$ cat src/rtl/pipe_ctrl_pkg.sv
`default_nettype none
// ============================================================================
// Module   : pipe_ctrl_pkg
// Brief    : Shared stall masks, bus FSM encodings and stall priority helper.
// Revision : 1.0
// ============================================================================
package pipe_ctrl_pkg;

    localparam logic [5:0]  c_STALL_NONE = 6'b000000;
    localparam logic [5:0]  c_STALL_ID   = 6'b000111;
    localparam logic [5:0]  c_STALL_EX   = 6'b001111;
    localparam logic [5:0]  c_STALL_MEM  = 6'b011111;

    localparam logic [1:0]  c_BUS_IDLE   = 2'd0;
    localparam logic [1:0]  c_BUS_WAIT   = 2'd1;
    localparam logic [1:0]  c_BUS_DONE   = 2'd2;

    localparam logic [31:0] c_ZERO_WORD  = 32'h0000_0000;

    // Flush beats every stall; deeper stages beat shallower ones.
    function automatic logic [5:0] stall_mask(input logic flush, input logic mem,
                                              input logic ex, input logic id);
        if (flush)    return c_STALL_NONE;
        else if (mem) return c_STALL_MEM;
        else if (ex)  return c_STALL_EX;
        else if (id)  return c_STALL_ID;
        else          return c_STALL_NONE;
    endfunction

endpackage
`default_nettype wire

$ cat src/rtl/pipe_ctrl_bus_wait_fsm.sv
`default_nettype none
// ============================================================================
// Module   : bus_wait_fsm
// Brief    : MEM-stage bus handshake sequencer with wait-cycle timeout.
// Revision : 1.0
// ============================================================================
module bus_wait_fsm
    import pipe_ctrl_pkg::*;
#(
    parameter int TIMEOUT_CYCLES = 255,
    parameter int CNT_W          = 8
) (
    input  logic clk,
    input  logic rst,
    input  logic i_mem_req,
    input  logic i_bus_ack,
    input  logic i_excp,
    output logic o_mem_stall,
    output logic o_bus_req,
    output logic o_bus_err
);

    localparam logic [CNT_W-1:0] c_CNT_LAST = CNT_W'(TIMEOUT_CYCLES - 1);

    logic [1:0]       r_state;
    logic [CNT_W-1:0] r_cnt;
    logic             r_bus_err;

    always_ff @(posedge clk or posedge rst) begin
        if (rst) begin
            r_state   <= c_BUS_IDLE;
            r_cnt     <= '0;
            r_bus_err <= 1'b0;
        end else begin
            r_bus_err <= 1'b0;
            case (r_state)
                c_BUS_IDLE: begin
                    if (i_mem_req && !i_excp) begin
                        r_state <= c_BUS_WAIT;
                        r_cnt   <= '0;
                    end
                end
                c_BUS_WAIT: begin
                    // An exception abandons the transfer silently, even on the timeout cycle.
                    if (i_excp) begin
                        r_state <= c_BUS_IDLE;
                    end else if (i_bus_ack) begin
                        r_state <= c_BUS_DONE;
                    end else if (r_cnt == c_CNT_LAST) begin
                        r_state   <= c_BUS_IDLE;
                        r_bus_err <= 1'b1;
                    end else begin
                        r_cnt <= r_cnt + 1'b1;
                    end
                end
                c_BUS_DONE: r_state <= c_BUS_IDLE;
                default:    r_state <= c_BUS_IDLE;
            endcase
        end
    end

    assign o_mem_stall = ((r_state == c_BUS_IDLE) && i_mem_req) ||
                         ((r_state == c_BUS_WAIT) && !i_bus_ack);
    assign o_bus_req   = (r_state == c_BUS_WAIT);
    assign o_bus_err   = r_bus_err;

endmodule
`default_nettype wire

$ cat src/rtl/pipe_ctrl.sv
`default_nettype none
// ============================================================================
// Module   : pipe_ctrl
// Brief    : Pipeline sequencer: stall merge, MEM bus handshake, exception flush.
// Revision : 1.0
// ============================================================================
module pipe_ctrl
    import pipe_ctrl_pkg::*;
#(
    parameter int TIMEOUT_CYCLES = 255,
    parameter int CNT_W          = 8,
    parameter int PERF_W         = 32
) (
    input  logic              clk,
    input  logic              rst,
    input  logic              stallreq_id_i,
    input  logic              stallreq_ex_i,
    input  logic              mem_req_i,
    input  logic              bus_ack_i,
    input  logic              excp_i,
    input  logic [31:0]       excp_pc_i,
    output logic [5:0]        stall_o,
    output logic              bus_req_o,
    output logic              bus_err_o,
    output logic              flush_o,
    output logic [31:0]       new_pc_o,
    output logic [PERF_W-1:0] stall_cycles_o
);

    logic              w_mem_stall;
    logic [5:0]        w_stall;
    logic              r_flush;
    logic [31:0]       r_new_pc;
    logic [PERF_W-1:0] r_stall_cycles;

    bus_wait_fsm #(
        .TIMEOUT_CYCLES (TIMEOUT_CYCLES),
        .CNT_W          (CNT_W)
    ) u_bus_wait_fsm (
        .clk         (clk),
        .rst         (rst),
        .i_mem_req   (mem_req_i),
        .i_bus_ack   (bus_ack_i),
        .i_excp      (excp_i),
        .o_mem_stall (w_mem_stall),
        .o_bus_req   (bus_req_o),
        .o_bus_err   (bus_err_o)
    );

    assign w_stall = stall_mask(r_flush, w_mem_stall, stallreq_ex_i, stallreq_id_i);

    always_ff @(posedge clk or posedge rst) begin
        if (rst) begin
            r_flush        <= 1'b0;
            r_new_pc       <= c_ZERO_WORD;
            r_stall_cycles <= '0;
        end else begin
            r_flush <= excp_i;
            if (excp_i) begin
                r_new_pc <= excp_pc_i;
            end
            if ((w_stall != c_STALL_NONE) && (r_stall_cycles != {PERF_W{1'b1}})) begin
                r_stall_cycles <= r_stall_cycles + 1'b1;
            end
        end
    end

    assign stall_o        = w_stall;
    assign flush_o        = r_flush;
    assign new_pc_o       = r_new_pc;
    assign stall_cycles_o = r_stall_cycles;

endmodule
`default_nettype wire
$ cat config.mk
export PLATFORM = sky130hd
export DESIGN_NAME = pipe_ctrl
export DESIGN_NICKNAME = d
export VERILOG_FILES = /design/src/rtl/pipe_ctrl_pkg.sv /design/src/rtl/pipe_ctrl_bus_wait_fsm.sv /design/src/rtl/pipe_ctrl.sv
export SDC_FILE = /design/constraint.sdc
export NUM_CORES = 1
export LEC_CHECK = 0
export ABC_AREA = 1
export CAP_MARGIN = 20
export CORE_ASPECT_RATIO = 0.6
export CORE_MARGIN = 8
export CORE_UTILIZATION = 30
export CTS_CLUSTER_SIZE = 8
export DETAILED_ROUTE_END_ITERATION = 10
export PLACE_DENSITY = 0.66
export REMOVE_ABC_BUFFERS = 1
export SKIP_CTS_REPAIR_TIMING = 1
export SYNTH_ARGS = -nofsm -noshare
export SYNTH_HDL_FRONTEND = slang
export SYNTH_SLANG_ARGS = --single-unit
$ cat constraint.sdc
create_clock -name clk -period 2.4 [get_ports clk]
set_input_delay 0.36 -clock clk [delete_from_list [all_inputs] [get_ports clk]]
set_output_delay 0.36 -clock clk [all_outputs]
set_load 0.05 [all_outputs]
==> run summary <==
## Status
- status: finished clean

## Hold path
- hold crit path type: in2async

## Setup path
- Critical Path Source Type: flop
- setup slack of the most critical reg-to-reg path: 0.39 ns
- number of cells on the worst reg-to-reg path: 10
- endpoint class of the critical path: output pin
- Data arrival, critical path: 1.75 ns
- worst reg2reg endpoint: stall_cycles_o[10]
- startpoint of the most critical setup path: u_bus_wait_fsm.r_state[1]
- startpoint of the worst-slack reg-to-reg timing path: stall_cycles_o[1]
- crit-path max cell delay: 0.84 ns
- Crit path buffers/inverters: 1
- logic depth of the worst path, buffers included: 2
- Worst path slowest cell: clkdlybuf4s50_1
- crit path max fanout: 4
- critical path class: reg2out
- ordered list of cells on the worst path: nor2_2, clkdlybuf4s50_1
- end of the critical path: bus_req_o
- Required @ worst endpoint: 2.04 ns
- largest delay contributor family on the critical path: buffers and inverters

## Cells and area
- fraction of final layout cells sized beyond drive strength 1: 0.05891
- top library cells by usage in the layout, fill and taps aside: nand2_1 (312), clkdlybuf4s50_1 (105), dfrtp_1 (76), nor2_1 (65), inv_1 (34)
- number of nets in the layout: 733
- area used by sequential logic in the layout: 1902 sq um
- area grow syn2layout: 39.86%
- Ant. Diodes: 0
- area of the multi-input gates: 1887 sq um
- final standard cell count with taps included and fillers excluded: 866
- number of filler instances in the final layout: 1305
- commonest non-fill, non-tap cell in the layout: nand2_1

## Detailed routing
- Vias: 3727
- routed length per placed instance: 13.53 microns
- initial detailed-routing violation count: 246
- number of routed nets with antenna violations: 0
- via-per-instance ratio: 4.304
- number of iterations in the first detailed-routing pass: 4
- DRT Wirelength: 11.72 mm
- final routed DRC violation total: 0

## Job
- max-capacitance violation count: 0

## Clock tree
- CTS clk-pin slew, worst paths: 0.07 ns
- clock tree root buffer cell: clkbuf_16
- CTS Buffer Depth: 2
- clock latency on the worst-skew pair: 0.33 ns
- CTS buffer count: 9
- H-Tree Depth: 3
- clock tree from TritonCTS: yes
- sinks on the clock net: 76

## Global routing
- first-pass GRT wire length: 19.59 mm
- total overflow reported by the global router: 0
- maximum number of pins on one net before global-route repair: 33
- number of antenna violations at the first check in global routing: 0
- aggregate global-route resource usage: 0.1406
- via count of the first global-routing pass: 3603

## Timing
- largest clock skew in the final design: 0.009958 ns
- min cycle time layout: 2.106 ns
- Least-Margin Pin Slew: 0.5451 ns
- unrepaired setup endpoints after global routing: false
- final hold violation count: 0
- final slew viol count: 0
- Period Utilization, post-route: 0.8774
- final setup violation count: 0
- tightest hold margin: 0.3259 ns
- achievable clock frequency: 474.9 MHz
- headroom to the max-slew limit: 0.6354

## Place
- Placed Cells incl. Taps: 850
- DPL Wire Length: 9.015 mm
- final weighted congestion in routability-driven placement: 0.8876
- IO buf count: 110

## Yosys
- Synth Area in XOR/XNOR: 0.04349
- post-synthesis cell area: 4028 sq um
- flip-flop and latch count after synthesis: 76
- portion of the post-synthesis area used by sequential elements: 0.4722
- count of yosys warnings during synthesis: 0
- simple-gate area share of the yosys netlist: 0.4035
- combinational family with the most area after synthesis: simple AND/OR/NAND/NOR gates
- number of different library cells in the post-synthesis netlist: 23
- Post-Synth Adder-Cell Area: 0.009320
- number of cells produced by synthesis: 578
- fraction of synthesized area in multiplexers: 0
- compound-gate portion of the synthesized area: 0.01118
- synthesized area per cell: 6.968 sq um

## Power and ir drop
- leakage component of the power: 2.647 nW
- power density over the cells: 649.3 nW/um^2
- peak supply drop: 408.4 uV

## Die
- height of the die: 105.8 microns
- Core Rows: 32
- core area: 12970 sq um
- top-level I/O count: 112
- die width: 165.6 microns
- full die area: 17510 sq um
- effective utilization at floorplan: 0.3105

-- how the worst min path moves through the flow --
stage / startpoint / endpoint / slack, ns / cells after the start
2_1_floorplan: excp_i / flush_o / 0.39 / 0
3_3_place_gp: new_pc_o[5] / new_pc_o[5] / 0.45 / 2
3_5_place_dp: new_pc_o[2] / new_pc_o[2] / 0.46 / 2
4_1_cts: rst / stall_cycles_o[2] / 0.33 / 2
5_1_grt: rst / stall_cycles_o[7] / 0.38 / 2
6_report: rst / stall_cycles_o[2] / 0.33 / 2
-- power by group --
part           internal (mW)  leakage [nW]  switching (mW)  total (mW)
registers               1.37         0.994          0.0921        1.46
logic                  0.313          1.52           0.585       0.898
clock network          0.715         0.137           0.581        1.30
total                   2.40          2.65            1.26        3.66
-- sequential cells by signal (all words and copies together) (netlist names) --
name	count
u_bus_wait_fsm.o_bus_err	1
u_bus_wait_fsm.r_state	2
u_bus_wait_fsm.r_cnt	8
stall_cycles_o	32
flush_o	1
new_pc_o	32
-- cells in the mapped netlist --
cell type | count | share of area
nand2_1 | 312 | 0.29
dfrtp_1 | 76 | 0.47
nor2_1 | 65 | 0.061
inv_1 | 35 | 0.033
nand3_1 | 27 | 0.034
xor2_1 | 14 | 0.030
clkbuf_1 | 7 | 0.0065
xnor2_1 | 6 | 0.013
buf_2 | 5 | 0.0062
o21ai_0 | 4 | 0.0050
o21ai_1 | 4 | 0.0050
buf_4 | 3 | 0.0056
ha_1 | 3 | 0.0093
inv_2 | 3 | 0.0028
nand2_2 | 3 | 0.0047
buf_6 | 2 | 0.0056
nor2_4 | 2 | 0.0056
nor3_1 | 2 | 0.0025
a21oi_1 | 1 | 0.0012
conb_1 | 1 | 0.00093
nand2_4 | 1 | 0.0028
nand4_1 | 1 | 0.0016
nor2_2 | 1 | 0.0016
-- worst reg2reg max path, cell delays in order, from the launching register on --
cell and delay, ns:
dfrtp_1 0.41, ha_1 0.24, inv_2 0.07, nor2_4 0.14, nand2_2 0.12, nor2_4 0.16
nand2_2 0.08, nand2_4 0.19, inv_2 0.26, nand2_1 0.16, nand2_1 0.05
-- final cells by class --
cell class | count | share of cell area
timing repair buffer | 119 | 0.2141
sequential | 76 | 0.3376
inverter | 38 | 0.02554
clock inverter | 7 | 0.009996
clock buffer | 9 | 0.03998
tap | 170 | 0.03776
multi-input combinational | 447 | 0.3350
-- routing by layer --
metal / GRT usage / part of all wire / vias to the layer above
met4: 0.02855 / 0.0076 / 0
met3: 0.06566 / 0.10 / 8
met5: 0 / 0 / -
met1: 0.2074 / 0.51 / 1646
met2: 0.1795 / 0.38 / 102
li1: - / - / 1971
-- cell families after synthesis --
| kind of cell | after synthesis |
|---|---|
| xor gates and xnor gates | 20 |
| buffers and inverters | 55 |
| DFF | 76 |
| other | 1 |
| AOI/OAI and AO/OA | 9 |
| and+or+nand+nor | 414 |
| adders and majority gates | 3 |
-- per-stage QoR --
stage	power (mW)	cell area, sq um	setup WS (ns)	TNS, ns	util
finish	3.657	5633	0.2941	0	0.4342
global route	3.842	5633	0.2005	0	0.4342
CTS	3.718	5633	0.2694	0	0.4342
detailed placement	2.389	5351	0.2633	0	0.4125
global placement	2.387	5351	0.3108	0	0.4125
floorplan	2.012	3931	-0.2169	-6.273	-
Note: power is estimated with default switching activity, not from simulation.
